### src/rtl/pc_fetch_unit_pkg.sv
// Shared definitions for the instruction fetch unit: FSM states and the
// legacy pipeline control constants used throughout the core.
package pc_fetch_unit_pkg;

  typedef enum logic [1:0] {
    IDLE = 2'd0,
    REQ  = 2'd1,
    WAIT = 2'd2,
    HOLD = 2'd3
  } fetchState_e;

  localparam logic RstEnable   = 1'b1;
  localparam logic ChipEnable  = 1'b1;
  localparam logic ChipDisable = 1'b0;
  localparam logic Branch      = 1'b1;
  localparam logic NoStop      = 1'b0;

  localparam int PC_STEP_DEFAULT = 4;

endpackage

### src/rtl/pc_redirect_mux.sv
// Priority select of the next fetch address: flush first, then a stored
// pending target, then a taken branch, otherwise the fallback address.
module pc_redirect_mux
  import pc_fetch_unit_pkg::*;
#(
  parameter int ADDR_W = 32
) (
  input  logic              flush_i,
  input  logic [ADDR_W-1:0] flushAddr_i,
  input  logic              pendVld_i,
  input  logic [ADDR_W-1:0] pendAddr_i,
  input  logic              branch_i,
  input  logic [ADDR_W-1:0] branchAddr_i,
  input  logic [ADDR_W-1:0] seqAddr_i,
  output logic [ADDR_W-1:0] nextAddr_o
);

  always_comb begin
    nextAddr_o = seqAddr_i;
    if (flush_i) begin
      nextAddr_o = flushAddr_i;
    end else if (pendVld_i) begin
      nextAddr_o = pendAddr_i;
    end else if (branch_i == Branch) begin
      nextAddr_o = branchAddr_i;
    end
  end

endmodule

### src/rtl/pc_fetch_unit.sv
// Fetch address generator with a wait-state tolerant req/ack handshake and a
// one-entry pending redirect register for redirects that arrive mid-fetch.
module pc_fetch_unit
  import pc_fetch_unit_pkg::*;
#(
  parameter int                ADDR_W       = 32,
  parameter logic [ADDR_W-1:0] RESET_VECTOR = '0,
  parameter int                PC_STEP      = PC_STEP_DEFAULT
) (
  input  logic              clk,
  input  logic              rst,
  input  logic [5:0]        stall,
  input  logic              flush,
  input  logic [ADDR_W-1:0] new_pc,
  input  logic              branch_flag_i,
  input  logic [ADDR_W-1:0] branch_target_address_i,
  input  logic              if_ack_i,
  input  logic [ADDR_W-1:0] if_data_i,
  output logic [ADDR_W-1:0] pc,
  output logic              ce,
  output logic              if_req_o,
  output logic [ADDR_W-1:0] if_addr_o,
  output logic [ADDR_W-1:0] inst_o,
  output logic              inst_valid_o,
  output logic              stallreq_o
);

  fetchState_e state_q, state_d;
  logic [ADDR_W-1:0] fetchPc_q, fetchPc_d;
  logic [ADDR_W-1:0] pc_q, pc_d;
  logic [ADDR_W-1:0] inst_q, inst_d;
  logic [ADDR_W-1:0] pendAddr_q, pendAddr_d;
  logic ce_q, ce_d;
  logic instValid_q, instValid_d;
  logic pendVld_q, pendVld_d;
  logic pendFlush_q, pendFlush_d;
  logic discard_q, discard_d;

  logic holdIf;
  logic redirect;
  logic accept;
  logic dropData;
  logic [ADDR_W-1:0] seqAddr;
  logic [ADDR_W-1:0] ackAddr;
  logic [ADDR_W-1:0] holdAddr;
  logic [ADDR_W-1:0] pendWrite;
  logic unusedStall;

  assign unusedStall = &{1'b0, stall[5:1]};
  assign holdIf      = (stall[0] != NoStop);
  assign redirect    = flush | (branch_flag_i == Branch);
  assign accept      = ((state_q == REQ) || (state_q == WAIT)) && if_ack_i;
  assign dropData    = discard_q | flush;
  assign seqAddr     = fetchPc_q + ADDR_W'(PC_STEP);

  pc_redirect_mux #(.ADDR_W(ADDR_W)) u_ackMux (
    .flush_i      (flush),
    .flushAddr_i  (new_pc),
    .pendVld_i    (pendVld_q),
    .pendAddr_i   (pendAddr_q),
    .branch_i     (branch_flag_i),
    .branchAddr_i (branch_target_address_i),
    .seqAddr_i    (seqAddr),
    .nextAddr_o   (ackAddr)
  );

  pc_redirect_mux #(.ADDR_W(ADDR_W)) u_holdMux (
    .flush_i      (flush),
    .flushAddr_i  (new_pc),
    .pendVld_i    (1'b0),
    .pendAddr_i   (fetchPc_q),
    .branch_i     (branch_flag_i),
    .branchAddr_i (branch_target_address_i),
    .seqAddr_i    (fetchPc_q),
    .nextAddr_o   (holdAddr)
  );

  // A stored flush is sticky against later branches, so only it takes the pending slot.
  pc_redirect_mux #(.ADDR_W(ADDR_W)) u_pendMux (
    .flush_i      (flush),
    .flushAddr_i  (new_pc),
    .pendVld_i    (pendVld_q & pendFlush_q),
    .pendAddr_i   (pendAddr_q),
    .branch_i     (branch_flag_i),
    .branchAddr_i (branch_target_address_i),
    .seqAddr_i    (pendAddr_q),
    .nextAddr_o   (pendWrite)
  );

  always_comb begin
    state_d     = state_q;
    fetchPc_d   = fetchPc_q;
    pc_d        = pc_q;
    inst_d      = inst_q;
    pendAddr_d  = pendAddr_q;
    ce_d        = ce_q;
    instValid_d = instValid_q;
    pendVld_d   = pendVld_q;
    pendFlush_d = pendFlush_q;
    discard_d   = discard_q;
    case (state_q)
      IDLE: begin
        ce_d    = ChipEnable;
        state_d = REQ;
      end
      REQ, WAIT: begin
        if (accept) begin
          fetchPc_d   = ackAddr;
          instValid_d = ~dropData;
          if (!dropData) begin
            inst_d = if_data_i;
            pc_d   = fetchPc_q;
          end
          pendVld_d   = 1'b0;
          pendFlush_d = 1'b0;
          discard_d   = 1'b0;
          state_d     = holdIf ? HOLD : REQ;
        end else begin
          // The request is already on the bus, so a redirect must wait for its ack.
          instValid_d = 1'b0;
          state_d     = WAIT;
          if (redirect) begin
            pendAddr_d  = pendWrite;
            pendVld_d   = 1'b1;
            pendFlush_d = pendFlush_q | flush;
            discard_d   = 1'b1;
          end
        end
      end
      HOLD: begin
        if (redirect) begin
          fetchPc_d   = holdAddr;
          instValid_d = 1'b0;
        end
        if (!holdIf) begin
          state_d = REQ;
        end
      end
      default: begin
        state_d = IDLE;
      end
    endcase
  end

  always_ff @(posedge clk) begin
    if (rst == RstEnable) begin
      state_q     <= IDLE;
      fetchPc_q   <= RESET_VECTOR;
      pc_q        <= RESET_VECTOR;
      inst_q      <= '0;
      pendAddr_q  <= '0;
      ce_q        <= ChipDisable;
      instValid_q <= 1'b0;
      pendVld_q   <= 1'b0;
      pendFlush_q <= 1'b0;
      discard_q   <= 1'b0;
    end else begin
      state_q     <= state_d;
      fetchPc_q   <= fetchPc_d;
      pc_q        <= pc_d;
      inst_q      <= inst_d;
      pendAddr_q  <= pendAddr_d;
      ce_q        <= ce_d;
      instValid_q <= instValid_d;
      pendVld_q   <= pendVld_d;
      pendFlush_q <= pendFlush_d;
      discard_q   <= discard_d;
    end
  end

  assign pc           = pc_q;
  assign ce           = ce_q;
  assign if_req_o     = (state_q == REQ) || (state_q == WAIT);
  assign if_addr_o    = fetchPc_q;
  assign inst_o       = inst_q;
  assign inst_valid_o = instValid_q;
  assign stallreq_o   = (state_q == WAIT);

endmodule

### config.mk
export PLATFORM = sky130hd
export DESIGN_NAME = pc_fetch_unit
export DESIGN_NICKNAME = d
export VERILOG_FILES = /design/src/rtl/pc_fetch_unit_pkg.sv /design/src/rtl/pc_redirect_mux.sv /design/src/rtl/pc_fetch_unit.sv
export SDC_FILE = /design/constraint.sdc
export NUM_CORES = 1
export LEC_CHECK = 0
export ABC_AREA = 1
export BUFFER_PORTS_ARGS = -buffer_cell sky130_fd_sc_hd__buf_4
export CORE_MARGIN = 5
export CORE_UTILIZATION = 47
export DETAILED_ROUTE_END_ITERATION = 8
export PLACE_DENSITY_LB_ADDON = 0.25
export SYNTH_ARGS = -nofsm -noshare
export SYNTH_HDL_FRONTEND = slang
export SYNTH_SLANG_ARGS = --single-unit
export TNS_END_PERCENT = 1
### constraint.sdc
create_clock -name clk -period 1.8 [get_ports clk]
set_input_delay 0.18 -clock clk [delete_from_list [all_inputs] [get_ports clk]]
set_output_delay 0.18 -clock clk [all_outputs]
set_load 0.01 [all_outputs]
### Word-level counts from Yosys, hierarchy flattened

Index checks and enable logic that the tools add are counted.

| storage, ports and cells | value |
|---|---|
| register bits after elaboration | 134 |

| cells by class | value |
|---|---|
| add/subtract/negate cells | 1 |
| equal/unequal tests | 8 |
| mux-type cells | 21 |
| bitwise operators | 6 |
| reduce and logical (&&, ||, !) cells | 12 |

Operators by type and width:

| cell | count |
|---|---|
| 32-bit two-way mux | 9 |
| 32-bit case mux with 2 select lines | 1 |
| 32-bit by 3-bit adder with 32-bit output, second input constant | 1 |
| 2-bit != test, second input constant | 4 |
| 1-bit two-way mux | 6 |
| 2-bit two-way mux | 3 |
| 2-bit case mux with 3 select lines | 1 |
| 2-bit nonzero test | 3 |
| 5-bit AND reduction | 1 |
| 2-bit == test, second input constant | 2 |
| 2-bit AND reduction | 2 |
| 4-bit AND reduction | 1 |
| 3-bit != test, second input constant | 1 |
| 1-bit bitwise OR | 3 |
| 3-bit AND reduction | 1 |
| 2-bit by 1-bit == test with 1-bit output, second input constant | 1 |
| 2-bit logical NOT | 1 |
| 1-bit NOT | 2 |
| 1-bit case mux with 2 select lines | 1 |
| 2-bit OR reduction | 1 |
| 1-bit AND | 1 |
| 1-bit logical AND | 1 |
| 1-bit logical OR | 1 |

### Logic depth before layout (Yosys ltp)

| depth | value |
|---|---|
| word-level depth | 6 |
| gate-level depth with buffers | 11 |
| gate-level depth less buffers | 11 |

### Modules after synthesis

A second synthesis with hierarchy kept.

| second synthesis, totals | value |
|---|---|
| cell total of the unflattened synthesis | 1732 |
| area, all modules | 9758.1 µm² |

Modules (own cells, without submodules):

| module | times used | cells an instance | area an instance (µm²) | seq. area each (µm²) |
|---|---|---|---|---|
| pc_fetch_unit | 1 | 895 | 5952.0 | 2682.6 |
| pc_redirect_mux | 3 | 279 | 1268.7 | 0.0 |

### Least setup slack after synthesis

Ideal clock, no wire load.

| timing | value |
|---|---|
| path kind | reg-to-reg |
| from | reg state_q[1] |
| to | reg fetchPc_q[24] (netlist: if_addr_o[24]) |
| setup time | 123 ps |
| arrival time | 1638 ps |
| required time | 1677 ps |
| slack | 38 ps |
| stages on the path, launching flop included | 10 |
| path through | dfxtp_1 inv_1 ha_1 nand2_1 o21ai_1 nand2_1 buf_2 buf_6 a311oi_1 a21oi_1 |

| between the ends | value |
|---|---|
| cells in the longest elaborated chain, start to end | 5 |
| elaborated cells between the ends (all ways) | 12 |
| those cells by class | 6 x eq/ne; 1 x mux; 5 x reduce/logical |

RTL lines:

| element | line | RTL |
|---|---|---|
| start: declaration | pc_fetch_unit.sv:28 | `fetchState_e state_q, state_d;` |
| start signal: assignment | pc_fetch_unit.sv:158 | `state_q <= state_d;` |
| 2-bit by 1-bit == test with 1-bit output or 2-bit == test (tied branches) | n/a |  |
| 1-bit logical OR * | n/a |  |
| named net if_req_o | pc_fetch_unit.sv:21 | `output logic if_req_o,` |
| 1-bit logical AND * | pc_fetch_unit.sv:52 | `assign accept = ((state_q == REQ) \|\| (state_q == WAIT)) && if_ack_i;` |
| 2-bit != test (no line) * | n/a |  |
| 4-bit AND reduction (no line) * | n/a |  |
| end signal: assignment | pc_fetch_unit.sv:159 | `fetchPc_q <= fetchPc_d;` |
| end: declaration | pc_fetch_unit.sv:29 | `logic [ADDR_W-1:0] fetchPc_q, fetchPc_d;` |

The timed path passes the listed nets; every way through them passes the cells marked *.
A chain may end at the register's enable or synchronous reset.

### Worst setup path in the final report

| timing | value |
|---|---|
| from | reg state_q[0] |
| to | reg pc_q[8] (netlist: pc[8]) |

| between the ends | value |
|---|---|
| cells in the longest elaborated chain, start to end | 4 |
| elaborated cells between the ends (all ways) | 6 |
| those cells by class | 2 x eq/ne; 4 x reduce/logical |

RTL lines:

| element | line | RTL |
|---|---|---|
| 2-bit by 1-bit == test with 1-bit output or 2-bit == test (tied branches) | pc_fetch_unit.sv:52, pc_fetch_unit.sv:101 |  |
| 1-bit logical OR | pc_fetch_unit.sv:52 |  |
| 1-bit logical AND | pc_fetch_unit.sv:52 |  |
| 3-bit AND reduction (no line) * | n/a |  |
| end signal: assignment | pc_fetch_unit.sv:160 | `pc_q <= pc_d;` |
| end: declaration | pc_fetch_unit.sv:30 | `logic [ADDR_W-1:0] pc_q, pc_d;` |

Every way passes the cells marked *; elsewhere a longest branch is shown, timed or not.

==> out/metrics.cfg <==
[clock_network]
tritoncts = yes
clock_latency_ns = 0.43
max-clock-path-buffers = 2
h-tree-depth = 4
cts_buffers = 17
clkTransAtPathRegs_ns = 0.07
clkSinkCount = 134
root_buffer = clkbuf_16

[outcome]
violations = setup timing
status = finished, violations left

[detailed_routing]
postRouteWirelength_mm = 27.4
first_pass_iters = 6
viasPerCell = 5.71
ant_nets = 0
drt_iter0_markers = 984
wl_per_cell_microns = 18.4
drc = 0
vias = 8475

[timing]
final.period_utilization_pct = 101
grt_setup_unrepaired = true
final.setup_skew_ns = 0.0130
hold_slack_ns = 0.00958
finalCriticalPeriod_ns = 1.81
setup_tns_ns = -0.0169
slew_headroom_pct = 64.8
fmaxAchievable_mhz = 552
fin_ws_ns = -0.0131
finalSetupViolations = 2
tightest_slew_ns = 0.527
final_max_slew_viol_count = 0
hold_viol_final = 0

[final_layout]
final_util_pct = 70.2
antenna_cells = 0
mostFrequentLayoutCells = 252 x buf_4, 176 x nor2_1, 168 x nand2_1, 137 x a21oi_1
layout_commonest_cell = buf_4
layout-drive-gt1-share_pct = 27.9
fin_area_sq_um = 10200
finalNetCount = 1399
n_fill_cell = 1166
multiInputGateArea_sq_um = 3720
synthToLayoutAreaGrowth_pct = 46.4
regArea_sq_um = 2690

[hold_path]
hold_start = if_data_i[9]
hold_end = inst_o[9]
hold_path.class = input pin to register
min_path_cells = 3

[logic_synthesis]
ys_warn_count = 0
synth_area_leaders = dfxtp_1 38%, o21ai_0 11%, a21oi_1 9.9%
synth_fp_nets = 1141
synth_edf_count = 0
syn_inst = 1029
ys_seq_elements = 134
yosysTopAreaCell = dfxtp_1
async_reset_ff_share_pct = 0
syn_avg_cell_area_sq_um = 6.80
ys.flop_type = dfxtp_1
synth_cell_types = 39
synth_top_area_share_pct = 38.3
ys_seq_area_share_pct = 38.3
syn_area_sq_um = 7000

[critical_path]
worstPathCellList = inv_2, ha_4, nand2_4, buf_6, nor3_4, buf_6, buf_12, clkbuf_16, o21ai_0, nor2_1
cp-start-kind = register
path_common_cell = buf_6
crit_path_top_delay_cell = dfxtp_2
crit_buf_inv = 5
arrival_ns = 2.17
worstPathRequired_ns = 2.15
r2r_slack_ns = -0.01
crit_path_end_kind = register
critPathTopFamily = buffers and inverters
critPathKind = register to register
critPathMaxFanout = 10
r2r_start = state_q[0]
ff2ff_path_depth = 10
max_stage_delay_ns = 0.35
timing.rr.end = pc[8]

[global_routing]
grt_usage_pct = 28.4
grt_max_degree = 47
grt_pass1_wl_mm = 40.4
grt_pass1_vias = 7713
overflow = 0
antenna_found_initial = 0

[die]
core_region_area_sq_um = 14600
die_h_microns = 132
start_util_pct = 48.0
die-area_sq_um = 17400
io_pins = 207
num_rows = 44
die_x_microns = 132

[placement]
io_buffer_count = 201
placedInstanceArea_sq_um = 8870
dp_slack_ns = -0.141
finalWeightedCongestion = 0.968
hpwl_mm = 17.2

[flow_run]
drv_cap = 0

[power]
p_leak_nw = 4.81
cellPowerDensity_nw_per_um2 = 1020
vdd_drop_max_v = 0.000728

==> flip-flops by register name, summed over array words and instances, names as in the netlist <==
| signal | count |
|---|---|
| state_q | 2 |
| pc | 32 |
| if_addr_o | 32 |
| inst_valid_o | 1 |
| pendFlush_q | 1 |
| inst_o | 32 |
| discard_q | 1 |
| pendAddr_q | 32 |
| ce | 1 |
==> cells by family (layout without fill, tap and decap cells) <==
group / count (synthesis) / count (layout) / share of synthesized area, %
adder cells (fa/ha/maj): 5 / 5 / 0.894
XOR/XNOR: 6 / 6 / 0.751
flip-flops: 134 / 134 / 38.3
AO/OA/AOI/OAI: 329 / 329 / 25.6
buffers and inverters: 142 / 412 / 9.67
AND/OR/NAND/NOR: 413 / 413 / 24.8
==> how the worst max path moves through the flow <==
stage | startpoint | endpoint | slack [ns] | cells past startpoint
2_1_floorplan | state_q[1] | if_addr_o[24] | 0.04 | 9
3_3_place_gp | state_q[1] | pc[12] | -0.03 | 8
3_5_place_dp | state_q[1] | pc[31] | -0.14 | 8
4_1_cts | state_q[0] | inst_o[9] | 0.0002 | 10
5_1_grt | state_q[0] | pc[8] | -0.08 | 10
6_report | state_q[0] | pc[8] | -0.01 | 10
==> cell type report <==
type / instances / share of cell area (%)
clock buffer: 19 / 4.23
clock inverter: 12 / 1.53
inverter: 73 / 2.72
multi-input combinational: 753 / 36.3
sequential: 134 / 26.3
tap: 184 / 2.25
timing repair buffer: 308 / 26.7
==> cells in the mapped netlist, types with 2 or more instances <==
library cell and n:
nor2_2 4, buf_2 25, o21ai_0 148, o211ai_1 4, clkbuf_1 24, o22ai_1 2
inv_2 5, a31oi_1 4, ha_1 5, buf_1 2, nor2_4 9, nor2_1 179
nand2_1 169, dfxtp_1 134, o221ai_1 3, or2_2 2, and2_1 2, a21o_1 2
nand2_4 3, nand3_1 39, a311oi_1 23, buf_4 7, buf_6 3, xnor2_1 5
a21oi_1 138, o21ai_1 2, nand2_2 4, clkbuf_8 5, inv_1 67
==> report_power, final <==
| part | switching [mW] | internal [mW] |
|---|---|---|
| Sequential | 0.355 | 3.38 |
| Combinational | 1.72 | 1.48 |
| Clock | 1.39 | 2.17 |
| Total | 3.46 | 7.03 |
==> tightest hold or removal path: cells and delay by family <==
kind / cells / cell delay (ns)
AND/OR/NAND/NOR: 2 / 0.14
buffers and inverters: 1 / 0.08
==> metrics by stage <==
step / std cells / power, mW
global route: 1483 / 10.9
finish: 1483 / 10.5
detailed placement: 1403 / 6.51
global placement: 1403 / 6.47
floorplan: 1029 / 5.14
CTS: 1476 / 10.2
==> metal layers <==
metal,track usage (%),up-vias,wire [microns],share of wire [%]
met5,0,-,0,0
met4,11.8,0,1170,4.3
met3,6.41,92,2510,9.2
met2,46.6,503,13200,48
met1,36.0,3918,10500,38
li1,-,3962,-,-
==> repair_timing <==
action                                  in CTS  in global routing
pin swaps                                    4                 14
hold endpoints to repair                    30                  0
endpoints found under the setup margin     123                107
buffers inserted                             6                  2
gates cloned                                 6                  5
resized for setup                           19                 46
hold buffers                                30                  0
(Power assumes the default switching activity.)
